`src/rtl/cdb_arbiter_pkg.sv`:
```
// Shared Tomasulo constants for the Common Data Bus arbiter: bus widths,
// functional-unit ids and a small wrap-around index helper.
package cdb_arbiter_pkg;

   localparam int TAG_W  = 5;
   localparam int DATA_W = 32;
   localparam int NUM_FU = 5;

   typedef enum logic [2:0] {
      FU_ADD   = 3'd0,
      FU_LOGIC = 3'd1,
      FU_MUL   = 3'd2,
      FU_LOAD  = 3'd3,
      FU_STORE = 3'd4
   } fu_id_e;

   // Returns base+off reduced modulo n with an explicit compare, so non
   // power-of-two requester counts wrap correctly (base < n, off < n).
   function automatic int wrap_add(input int base, input int off, input int n);
      int sum;
      sum = base + off;
      if (sum >= n) begin
         sum = sum - n;
      end else begin
         sum = sum;
      end
      return sum;
   endfunction

endpackage

```
`src/rtl/cdb_arbiter_if.sv`:
```
// Bundle of the requester-side and broadcast-side CDB signals.
// master = functional units / environment, slave = the arbiter.
interface cdb_arbiter_if #(
   parameter int NUM_REQ = 5,
   parameter int TAG_W   = 5,
   parameter int DATA_W  = 32
) ();

   logic [NUM_REQ-1:0]        req_i;
   logic [NUM_REQ*TAG_W-1:0]  tag_i;
   logic [NUM_REQ*DATA_W-1:0] val_i;
   logic                      flush_i;
   logic [NUM_REQ-1:0]        grant_o;
   logic                      out_broadcast;
   logic [TAG_W-1:0]          out_tag;
   logic [DATA_W-1:0]         out_val;

   modport master (
      output req_i, tag_i, val_i, flush_i,
      input  grant_o, out_broadcast, out_tag, out_val
   );

   modport slave (
      input  req_i, tag_i, val_i, flush_i,
      output grant_o, out_broadcast, out_tag, out_val
   );

endinterface

```
`src/rtl/cdb_arbiter_rr_pick.sv`:
```
// Combinational round-robin picker: finds the first set bit of vec at or
// after ptr, wrapping modulo NUM_REQ. Returns it one-hot plus its index.
module cdb_arbiter_rr_pick
   import cdb_arbiter_pkg::*;
#(
   parameter int NUM_REQ = 5,
   parameter int IDX_W   = $clog2(NUM_REQ)
) (
   input  logic [NUM_REQ-1:0] vec,
   input  logic [IDX_W-1:0]   ptr,
   output logic [NUM_REQ-1:0] gnt,
   output logic [IDX_W-1:0]   idx,
   output logic               any
);

   logic [NUM_REQ-1:0] gnt_s;
   logic [IDX_W-1:0]   idx_s;
   logic               any_s;

   // Scan from ptr upward with wrap; the first hit wins.
   always_comb begin
      gnt_s = {NUM_REQ{1'b0}};
      idx_s = {IDX_W{1'b0}};
      any_s = 1'b0;
      for (int off = 0; off < NUM_REQ; off++) begin
         if (!any_s && vec[wrap_add(int'(ptr), off, NUM_REQ)]) begin
            any_s = 1'b1;
            idx_s = IDX_W'(wrap_add(int'(ptr), off, NUM_REQ));
            gnt_s[wrap_add(int'(ptr), off, NUM_REQ)] = 1'b1;
         end else begin
            any_s = any_s;
         end
      end
   end

   assign gnt = gnt_s;
   assign idx = idx_s;
   assign any = any_s;

endmodule

```
`src/rtl/cdb_arbiter.sv`:
```
// Common Data Bus arbiter: picks at most one functional-unit result per cycle
// (two priority classes, round-robin inside each, starvation guard for the
// low class) and registers the winner's tag/value onto the bus.
module cdb_arbiter
   import cdb_arbiter_pkg::*;
#(
   parameter int                     NUM_REQ      = NUM_FU,
   parameter int                     TAG_W        = cdb_arbiter_pkg::TAG_W,
   parameter int                     DATA_W       = cdb_arbiter_pkg::DATA_W,
   parameter logic [NUM_REQ-1:0]     PRIO_MASK    = 5'b01000,
   parameter int                     STARVE_LIMIT = 2
) (
   input logic          clk,
   input logic          rst_n,
   cdb_arbiter_if.slave bus
);

   localparam int IDX_W = $clog2(NUM_REQ);
   localparam int CNT_W = $clog2(STARVE_LIMIT + 1);
   localparam logic [CNT_W-1:0] STARVE_MAX = CNT_W'(STARVE_LIMIT);
   localparam logic [IDX_W-1:0] LAST_IDX   = IDX_W'(NUM_REQ - 1);

   logic [IDX_W-1:0]   rr_ptr_r;
   logic [CNT_W-1:0]   starve_cnt_r;
   logic               out_broadcast_r;
   logic [TAG_W-1:0]   out_tag_r;
   logic [DATA_W-1:0]  out_val_r;

   logic [NUM_REQ-1:0] hi_s;
   logic [NUM_REQ-1:0] lo_s;
   logic               use_hi_s;
   logic [NUM_REQ-1:0] cand_s;
   logic [NUM_REQ-1:0] pick_gnt_s;
   logic [IDX_W-1:0]   pick_idx_s;
   logic               pick_any_s;
   logic               grant_valid_s;
   logic [NUM_REQ-1:0] grant_s;

   logic [TAG_W-1:0]   tag_arr_s [NUM_REQ];
   logic [DATA_W-1:0]  val_arr_s [NUM_REQ];

   for (genvar i = 0; i < NUM_REQ; i++) begin : g_unpack
      assign tag_arr_s[i] = bus.tag_i[i*TAG_W +: TAG_W];
      assign val_arr_s[i] = bus.val_i[i*DATA_W +: DATA_W];
   end

   // Class select: high class wins unless the low class has been passed over
   // STARVE_LIMIT times in a row.
   always_comb begin
      hi_s = bus.req_i & PRIO_MASK;
      lo_s = bus.req_i & ~PRIO_MASK;
      if ((hi_s != {NUM_REQ{1'b0}}) &&
          ((lo_s == {NUM_REQ{1'b0}}) || (starve_cnt_r < STARVE_MAX))) begin
         use_hi_s = 1'b1;
         cand_s   = hi_s;
      end else begin
         use_hi_s = 1'b0;
         cand_s   = lo_s;
      end
   end

   cdb_arbiter_rr_pick #(
      .NUM_REQ (NUM_REQ),
      .IDX_W   (IDX_W)
   ) u_rr_pick (
      .vec (cand_s),
      .ptr (rr_ptr_r),
      .gnt (pick_gnt_s),
      .idx (pick_idx_s),
      .any (pick_any_s)
   );

   assign grant_valid_s = pick_any_s & ~bus.flush_i;

   // Grant is combinational for the requesters but held low during reset.
   always_comb begin
      if (rst_n && grant_valid_s) begin
         grant_s = pick_gnt_s;
      end else begin
         grant_s = {NUM_REQ{1'b0}};
      end
   end

   assign bus.grant_o = grant_s;

   // Pointer, starvation counter and bus register update.
   always_ff @(posedge clk or negedge rst_n) begin
      if (!rst_n) begin
         rr_ptr_r        <= {IDX_W{1'b0}};
         starve_cnt_r    <= {CNT_W{1'b0}};
         out_broadcast_r <= 1'b0;
         out_tag_r       <= {TAG_W{1'b0}};
         out_val_r       <= {DATA_W{1'b0}};
      end else if (grant_valid_s) begin
         rr_ptr_r        <= (pick_idx_s == LAST_IDX) ? {IDX_W{1'b0}} : pick_idx_s + 1'b1;
         out_broadcast_r <= 1'b1;
         out_tag_r       <= tag_arr_s[pick_idx_s];
         out_val_r       <= val_arr_s[pick_idx_s];
         if (use_hi_s && (lo_s != {NUM_REQ{1'b0}})) begin
            starve_cnt_r <= (starve_cnt_r == STARVE_MAX) ? STARVE_MAX : starve_cnt_r + 1'b1;
         end else begin
            starve_cnt_r <= {CNT_W{1'b0}};
         end
      end else begin
         // No grant (flush or nothing pending): tag/value hold for observability.
         out_broadcast_r <= 1'b0;
         starve_cnt_r    <= {CNT_W{1'b0}};
      end
   end

   assign bus.out_broadcast = out_broadcast_r;
   assign bus.out_tag       = out_tag_r;
   assign bus.out_val       = out_val_r;

endmodule

```
`src/flat_wrapper.sv`:
```
// flat-port wrapper written by rule: the top's interface ports become plain ports
module cdb_arbiter_flat import cdb_arbiter_pkg::*;
#(
   parameter int                     NUM_REQ      = NUM_FU,
   parameter int                     TAG_W        = cdb_arbiter_pkg::TAG_W,
   parameter int                     DATA_W       = cdb_arbiter_pkg::DATA_W,
   parameter logic [NUM_REQ-1:0]     PRIO_MASK    = 5'b01000,
   parameter int                     STARVE_LIMIT = 2
)
  (clk, rst_n, bus_req_i, bus_tag_i, bus_val_i, bus_flush_i, bus_grant_o, bus_out_broadcast, bus_out_tag, bus_out_val);
  cdb_arbiter_if #(.NUM_REQ(NUM_REQ), .TAG_W(TAG_W), .DATA_W(DATA_W)) bus_i ();
  input logic clk;
  input logic rst_n;
  input wire logic [$bits(bus_i.req_i)-1:0] bus_req_i;
  input wire logic [$bits(bus_i.tag_i)-1:0] bus_tag_i;
  input wire logic [$bits(bus_i.val_i)-1:0] bus_val_i;
  input wire logic [$bits(bus_i.flush_i)-1:0] bus_flush_i;
  output wire logic [$bits(bus_i.grant_o)-1:0] bus_grant_o;
  output wire logic [$bits(bus_i.out_broadcast)-1:0] bus_out_broadcast;
  output wire logic [$bits(bus_i.out_tag)-1:0] bus_out_tag;
  output wire logic [$bits(bus_i.out_val)-1:0] bus_out_val;
  assign bus_i.req_i = bus_req_i;
  assign bus_i.tag_i = bus_tag_i;
  assign bus_i.val_i = bus_val_i;
  assign bus_i.flush_i = bus_flush_i;
  assign bus_grant_o = bus_i.grant_o;
  assign bus_out_broadcast = bus_i.out_broadcast;
  assign bus_out_tag = bus_i.out_tag;
  assign bus_out_val = bus_i.out_val;
  cdb_arbiter #(.NUM_REQ(NUM_REQ), .TAG_W(TAG_W), .DATA_W(DATA_W), .PRIO_MASK(PRIO_MASK), .STARVE_LIMIT(STARVE_LIMIT)) u_core (.clk(clk), .rst_n(rst_n), .bus(bus_i));
endmodule
```
`config.mk`:
```
export PLATFORM = sky130hd
export DESIGN_NAME = cdb_arbiter_flat
export DESIGN_NICKNAME = d
export VERILOG_FILES = /design/src/rtl/cdb_arbiter_pkg.sv /design/src/rtl/cdb_arbiter_if.sv /design/src/rtl/cdb_arbiter_rr_pick.sv /design/src/rtl/cdb_arbiter.sv /design/src/flat_wrapper.sv
export SDC_FILE = /design/constraint.sdc
export NUM_CORES = 1
export LEC_CHECK = 0
export ABC_CLOCK_PERIOD_IN_PS = 8500
export BUFFER_PORTS_ARGS = -buffer_cell sky130_fd_sc_hd__clkbuf_2
export CAP_MARGIN = 20
export CORE_MARGIN = 3
export CORE_UTILIZATION = 51
export CTS_CLUSTER_SIZE = 20
export DETAILED_ROUTE_END_ITERATION = 10
export PLACE_DENSITY = 0.84
export SLEW_MARGIN = 20
export SYNTH_ARGS = -nofsm -noshare
export SYNTH_HDL_FRONTEND = slang
export SYNTH_SLANG_ARGS = --single-unit
export TNS_END_PERCENT = 1
```
`constraint.sdc`:
```
create_clock -name clk -period 8.5 [get_ports clk]
set_input_delay 1.7 -clock clk [delete_from_list [all_inputs] [get_ports clk]]
set_output_delay 1.7 -clock clk [all_outputs]
set_load 0.01 [all_outputs]
```
# ---- After elaboration in Yosys (flattened, before gate mapping)
# Index checks and enable logic that the tools add are counted.
# Widths: inputs -> output; s select.
dict set report word_totals {
  out_inout_bits 43
  regBits 43
  word_cells 130
}
dict set report op_classes {
  reduce_logical 19
  n_eq_ne 2
  bitwise 7
  n_addsub 11
  muxes 64
  magnitude_cmp 22
}
# cell n
set op_table {}
lappend op_table {{$mux 32} 12}
lappend op_table {{$lt 32x5->1 const B} 10}
lappend op_table {{$ge 32x1->1 const B} 5}
lappend op_table {{$bmux 32 s3} 1}
lappend op_table {{$mux 5} 9}
lappend op_table {{$mux 1} 22}
lappend op_table {{$or 5x5->5} 4}
lappend op_table {{$sub 4x3->5 const B} 4}
lappend op_table {{$mux 3} 6}
lappend op_table {{$ge 4x3->1 const B} 4}
lappend op_table {{$bmux 1 s3} 5}
lappend op_table {{$bmux 5 s3} 1}
lappend op_table {{$demux 1 s3} 5}
lappend op_table {{$logic_and 1x1->1} 12}
lappend op_table {{$add 3x2->4 const B} 2}
lappend op_table {{$mux 2} 3}
lappend op_table {{$logic_not 5->1} 1}
lappend op_table {{$reduce_bool 5->1} 1}
lappend op_table {{$add 3x1->4 const B} 1}
lappend op_table {{$add 3x3->4 const B} 1}
lappend op_table {{$ge 4x4->1 const B} 1}
lappend op_table {{$logic_not 1->1} 4}
lappend op_table {{$not 3->4} 1}
lappend op_table {{$sub 3x3->4 const B} 1}
lappend op_table {{9 further kinds} 9}

# ---- Longest topological paths before layout
# Gate-level depths: netlist (run 1).
dict set report depth {
  word_depth 27
  ltp_mapped 19
  ltp_nobuf 16
}

# ---- Modules after synthesis
# From an unflattened synthesis (run 1), not the netlist that was laid out.
dict set report unflattened {
  hier_cells 498
  hier_area_um2 4688.2
}
# module area_per_inst_um2 cells_each seq_area_each_um2 instances
set modules_own_cells {}
lappend modules_own_cells {cdb_arbiter 2996.6 254 1076.0 1}
lappend modules_own_cells {cdb_arbiter_rr_pick 1691.6 244 0.0 1}

# ---- Worst setup path before layout (run 1)
# OpenSTA, ideal clock, no wires.
dict set report synth_path {
  path_kind {register -> output}
  from {register u_core.rr_ptr_r[1]}
  to {output port bus_grant_o[3]}
  setup_slack_ps 2641
  stages_incl_launch_ff 15
  required_time_ps 6800
  t_arrival_ps 4159
  cell_sequence {dfrtp_1 -> clkbuf_1 -> inv_1 -> ha_1 -> ha_1 -> buf_6 -> a211o_1 -> a211o_1 -> a221oi_2 -> o32ai_4 -> a311o_1 -> nor4_1 -> and2_1 -> or3b_1 -> a41oi_1}
}
dict set report synth_via {
  elab_chain_len 21
  elab_cells_between_ends 89
  cone_classes {9 x add/sub; 15 x order compare; 46 x mux; 5 x bitwise; 14 x reduce/logical}
}
# item line_no
set synth_lines {}
lappend synth_lines {{start: declaration} cdb_arbiter.sv:23} ;# logic [IDX_W-1:0] rr_ptr_r;
lappend synth_lines {{start signal: assignment} cdb_arbiter.sv:89} ;# rr_ptr_r <= {IDX_W{1'b0}};
lappend synth_lines {{start signal: assignment} cdb_arbiter.sv:95} ;# rr_ptr_r <= (pick_idx_s == LAST_IDX) ? {IDX_W{1'b0}} : pick_idx_s + 1'b1;
lappend synth_lines {{branches (longest 20 deep; another with $ge 32x1->1)} n/a}
lappend synth_lines {{$mux 5 (*)} cdb_arbiter.sv:77} ;# if (rst_n && grant_valid_s) begin
lappend synth_lines {{end: declaration} flat_wrapper.sv:18} ;# output wire logic [$bits(bus_i.grant_o)-1:0] bus_grant_o;
# Every way passes the cells marked *. The select of a mux whose other input is x is not followed.

# ---- Final worst setup path (run 1)
# Ends and elaborated chain as after synthesis.

==> flow_summary.ini, run 1 <==
[timing]
hold_viol = 0
fin_crit_sh = 0.843
whs_ps = 604
slew_violations = 0
worst_slew_pin_slew_ps = 952
slew_headroom = 0.365
max_freq_mhz = 140
rsz0062_at_grt = false
setup_violations = 0
fin_worst_skew_ps = 5.75
setup_tns_ps = 0
fin_crit_ps = 7170

[clock_tree]
cts_tree = done
clk_path_buf_depth = 2
clock_latency_ps = 280
cts_hold_buf = 0
cts_buffers = 5
cts.sinks = 43
cts.htree.levels = 2
cts_resized = 0
clk_pin_slew_ps = 60
post-cts-setup-buffer-count = 0
root_buffer = clkbuf_16

[outcome]
status = finished, final reports clean

[worst_setup_path]
path_buf_inv = 3
worstSetupPathType = reg2out
cpPeakStageDelay_ps = 820
worstSetupEndpointType = output pin
arrival_ps = 5470
slowest_stage = ha_1
crit_family = compound AO/OA/AOI/OAI gates
path_cells = inv_1, ha_1, nand2b_1, a21oi_1, a221oi_1, and2_1, a221o_2, o41ai_4, inv_2, nand2_1, a41oi_1, clkbuf_2
worstPathMaxFanout = 46
startpoint_type = flop
critical_path_required_ps = 6800

[yosys]
yosysTopAreaCell = dfrtp_1
synth_ff_type = dfrtp_1
synth.cell_area_mm2 = 0.00578
syn-num-nets = 933
synth_top_area_share = 0.186
synthCells = 724
yosys_warnings = 0
avgSynthCellArea_um2 = 7.98
synth-seq-cells = 43
synthTopCellsByArea = dfrtp_1, o211ai_1, mux2i_1
synth_seq_area_share = 0.186
synth-edff-count = 0
async_flop_share = 1.00
ys_types = 75

[detailed_routing]
first_iter_violations = 831
drc = 0
wirelength_um = 22000
vias = 6973
routedWlPerCell_um = 21.1
dr.pass1.iters = 6
drtAntennaViolNets = 0
via_per_inst = 6.69

[finish]
n_antenna_cell = 0
area_delta_synth_final_pct = 21.1
drive_above_1_share = 0.305
design_area_mm2 = 0.00700
layout.nets = 1111
final_core_util = 0.640

[die]
fp.dieH_um = 112
die-width_um = 112
core_area_mm2 = 0.0109
ios = 236
num_rows = 38
die-area_mm2 = 0.0126
start_util = 0.528

[min_path]
worstHoldPathType = reg2reg

[place]
placement.cell_area_mm2 = 0.00684
gp_congestion = 1.01
port_buffers = 235
dp_hpwl_um = 16000

[global_route]
antenna_found_initial = 0
grt_max_degree = 76
grt.overflow.total = 0
grt_first_pass_wirelength_um = 34100
grtUsageTotal = 0.327
grt_pass1_vias = 6404

[run]
drv_cap = 0
registers in the layout (all words and copies together), names as in the netlist:
name and count:
u_core.bus.out_val 32, u_core.starve_cnt_r 2, u_core.bus.out_broadcast 1, u_core.rr_ptr_r 3, u_core.bus.out_tag 5
through the flow:
| step | worst slack [ps] | cells |
|---|---|---|
| floorplan | 2640 | 724 |
| global placement | 1880 | 1035 |
| detailed placement | 1720 | 1035 |
| CTS | 1420 | 1042 |
| global route | 908 | 1042 |
| finish | 1330 | 1042 |
worst reg2reg max path: stages (launching register included):
cell and delay (ps):
dfrtp_1 680, inv_1 320, ha_1 820, nand2b_1 260
a21oi_1 60, a221oi_1 460, and2_1 250, a221o_2 800
o311a_2 910, o21ai_4 170, inv_4 500, ha_1 280
nor2_1 50, mux2i_1 110, o21ai_0 90
cell usage in the layout, fill, tap and decap left out, drive strengths merged, types with 20 or more instances in the layout:
master and n:
a21oi 20, o21ai 22, o211ai 115, nand2 27
clkbuf 241, and2 42, mux2i 46, o211a 37
dfrtp 43, o22ai 38, a31oi 43, inv 54
per-layer routing:
layer,global-route usage,routed length [µm],vias up,part of all wire
met5,0,0,-,0
met4,0.127,897,0,0.041
met3,0.0647,2220,71,0.10
met2,0.513,10100,468,0.46
met1,0.446,8800,3257,0.40
li1,-,-,3177,-
synthesized netlist by cell type (10+ instances only):
cell / instances
o211ai_1: 115
buf_2: 27
o22ai_1: 38
and2_1: 42
a31oi_1: 43
nand3_1: 10
nor2_1: 16
inv_1: 51
dfrtp_1: 43
o211a_1: 37
ha_1: 15
o21ai_0: 16
a21oi_1: 19
nand2_1: 27
mux2i_1: 46
clkbuf_1: 35
logic make-up after synthesis:
| family | Yosys count | share of synthesized area |
|---|---|---|
| flip-flops | 43 | 0.186 |
| AO/OA/AOI/OAI | 327 | 0.430 |
| XOR/XNOR | 3 | 0.00455 |
| buffers and inverters | 131 | 0.108 |
| AND/OR/NAND/NOR | 155 | 0.150 |
| adder cells (fa/ha/maj) | 16 | 0.0359 |
| multiplexers | 49 | 0.0855 |
worst paths after layout:
path                       slack [ps]                endpoint                   from  cells past startpoint
max                              1330          bus_grant_o[3]     u_core.rr_ptr_r[1]                     12
min                               600   u_core.bus.out_val[9]  u_core.bus.out_val[9]                      3
max reg2reg                      2590      u_core.rr_ptr_r[2]     u_core.rr_ptr_r[1]                     14
min reg2reg                       600   u_core.bus.out_val[9]  u_core.bus.out_val[9]                      3
max in group asynchronous        6560      u_core.rr_ptr_r[1]                  rst_n                      2
min in group asynchronous        1510  u_core.bus.out_val[23]                  rst_n                      2
final cells by class:
class                   count  area (µm²)
multi-input cells         550        4110
fillers                   974        3940
repair buffers            248        1270
flip-flops and latches     43        1080
inverters                  54         205
well taps                 140         175
clock buffers               6         129
clock inverters             1        30.0
Power of run 1 is not shown: default switching activity piles up to over one toggle a cycle in this logic, so the estimate is an artifact.
==> run 2, diff against run 1 <==
Settings changed: ABC_CLOCK_PERIOD_IN_PS 8500 to 6300, CORE_UTILIZATION 51 to 45, PLACE_DENSITY 0.84 to 0.78.
Clock period 8.5 ns to 6.3 ns, I/O delays scaled along.
==> run 2 against run 1 <==
Against the previous run: critical path type unchanged; wire length rose by 1.3%; count of clock-buffer cells in the layout fell by 1; largest cell class unchanged; non-clock buffer count rose by 15; clock skew fell by 1.2 ps; critical endpoint unchanged; critical path depth rose by 1; flip-flop and latch count did not move; worst hold slack improved by 2.2 ps.
==> flow_summary.ini, run 2 (synthesis gave the netlist of run 1 again) <==
[outcome]
status = finished, final reports clean

[timing]
fin_worst_skew_ps = 4.55
fin_crit_sh = 0.937
slew_violations = 0
worst_slew_pin_slew_ps = 1030
max_freq_mhz = 169
setup_violations = 0
fin_crit_ps = 5910
hold_viol = 0
setup_tns_ps = 0
rsz0062_at_grt = false
slew_headroom = 0.310
whs_ps = 607

[finish]
final_cell_mix = clkbuf_2, o211ai_1, inv_1, mux2i_1
design_area_mm2 = 0.00717
instances_no_fill = 1086
largest_register_ffs = 32
drive_above_1_share = 0.318
n_antenna_cell = 0
final_common_cell = clkbuf_2
area_delta_synth_final_pct = 24.1
layout.nets = 1126

[global_route]
met3_usage = 0.0579
grt.overflow.total = 0
gr-usage-met2 = 0.483
grtUsageTotal = 0.298
grt_busiest_layer = met2
grt_max_degree = 46
antenna_found_initial = 0
grt_use_met1 = 0.405
grt_pass1_vias = 6383
grt_first_pass_wirelength_um = 34700

[clock_tree]
clk_path_buf_depth = 2
clock_latency_ps = 290
cts_tree = done
post-cts-setup-buffer-count = 0
cts_hold_buf = 0
cts_resized = 0
clk_pin_slew_ps = 70
root_buffer = clkbuf_16
cts.sinks = 43
cts_buffers = 5
cts.htree.levels = 2

[place]
dp.cells = 1078
port_buffers = 235
placement.cell_area_mm2 = 0.00700
dp_hpwl_um = 16800
gp_congestion = 0.998

[detailed_routing]
dr.pass1.iters = 5
routedWlPerCell_um = 20.5
via_per_inst = 6.28
wirelength_um = 22300
drc = 0
first_iter_violations = 708
vias = 6822
drtAntennaViolNets = 0

[worst_setup_path]
critical_path_required_ps = 5040
startpoint_type = flop
worstSetupEndpointType = output pin
worstSetupPathType = reg2out
worstPathMaxFanout = 15
arrival_ps = 4650

[die]
core_area_mm2 = 0.0123
num_rows = 40
ios = 236
die-width_um = 119
fp.dieH_um = 119
start_util = 0.471
die-area_mm2 = 0.0142

[run]
drv_cap = 0

[min_path]
worstHoldPathType = reg2reg
run 2: cell types whose count changed in the layout (fill, tap and decap cells not counted), sizes merged:
cell and delta:
buf +15, clkinv +2, clkbuf -1
run 2: worst max-delay path: stages (launching register included):
cell	delay (ps)
dfrtp_1	670
inv_1	120
ha_1	310
ha_1	380
a211o_1	310
a211o_1	400
a221oi_2	360
o32ai_4	150
a311o_1	380
nor4_1	330
and2_1	240
or3b_1	360
a41oi_1	170
clkbuf_2	170
run 2: metrics by stage:
step	worst slack (ps)	utilization
after floorplan	881	-
after global placement	830	0.571
after detailed placement	780	0.571
after CTS	460	0.585
after global routing	93.9	0.585
final	395	0.585
run 2: area by class of cell:
| class | instances | area, µm² |
|---|---|---|
| repair buffers | 263 | 1400 |
| fillers | 1196 | 5090 |
| clock buffers | 5 | 125 |
| well taps | 168 | 210 |
| clock inverters | 3 | 43.8 |
| multi-input cells | 550 | 4110 |
| flip-flops and latches | 43 | 1080 |
| inverters | 54 | 205 |
run 2: final timing paths:
kind	cells past startpoint	to	from	slack [ps]
setup reg to reg	12	u_core.rr_ptr_r[2]	u_core.rr_ptr_r[2]	1320
max in group asynchronous	2	u_core.starve_cnt_r[0]	rst_n	4790
hold / removal	3	u_core.bus.out_val[18]	u_core.bus.out_val[18]	610
hold reg to reg	3	u_core.bus.out_val[18]	u_core.bus.out_val[18]	610
min in group asynchronous	2	u_core.bus.out_val[27]	rst_n	1110
setup / recovery	13	bus_grant_o[3]	u_core.rr_ptr_r[1]	390
run 2: routing by layer:
metal  up-vias  share of wire
met5         -              0
met1      3227           0.42
met4         0          0.021
met3        34          0.081
li1       3211              -
met2       350           0.48
Power of run 2 is left out for the same reason.
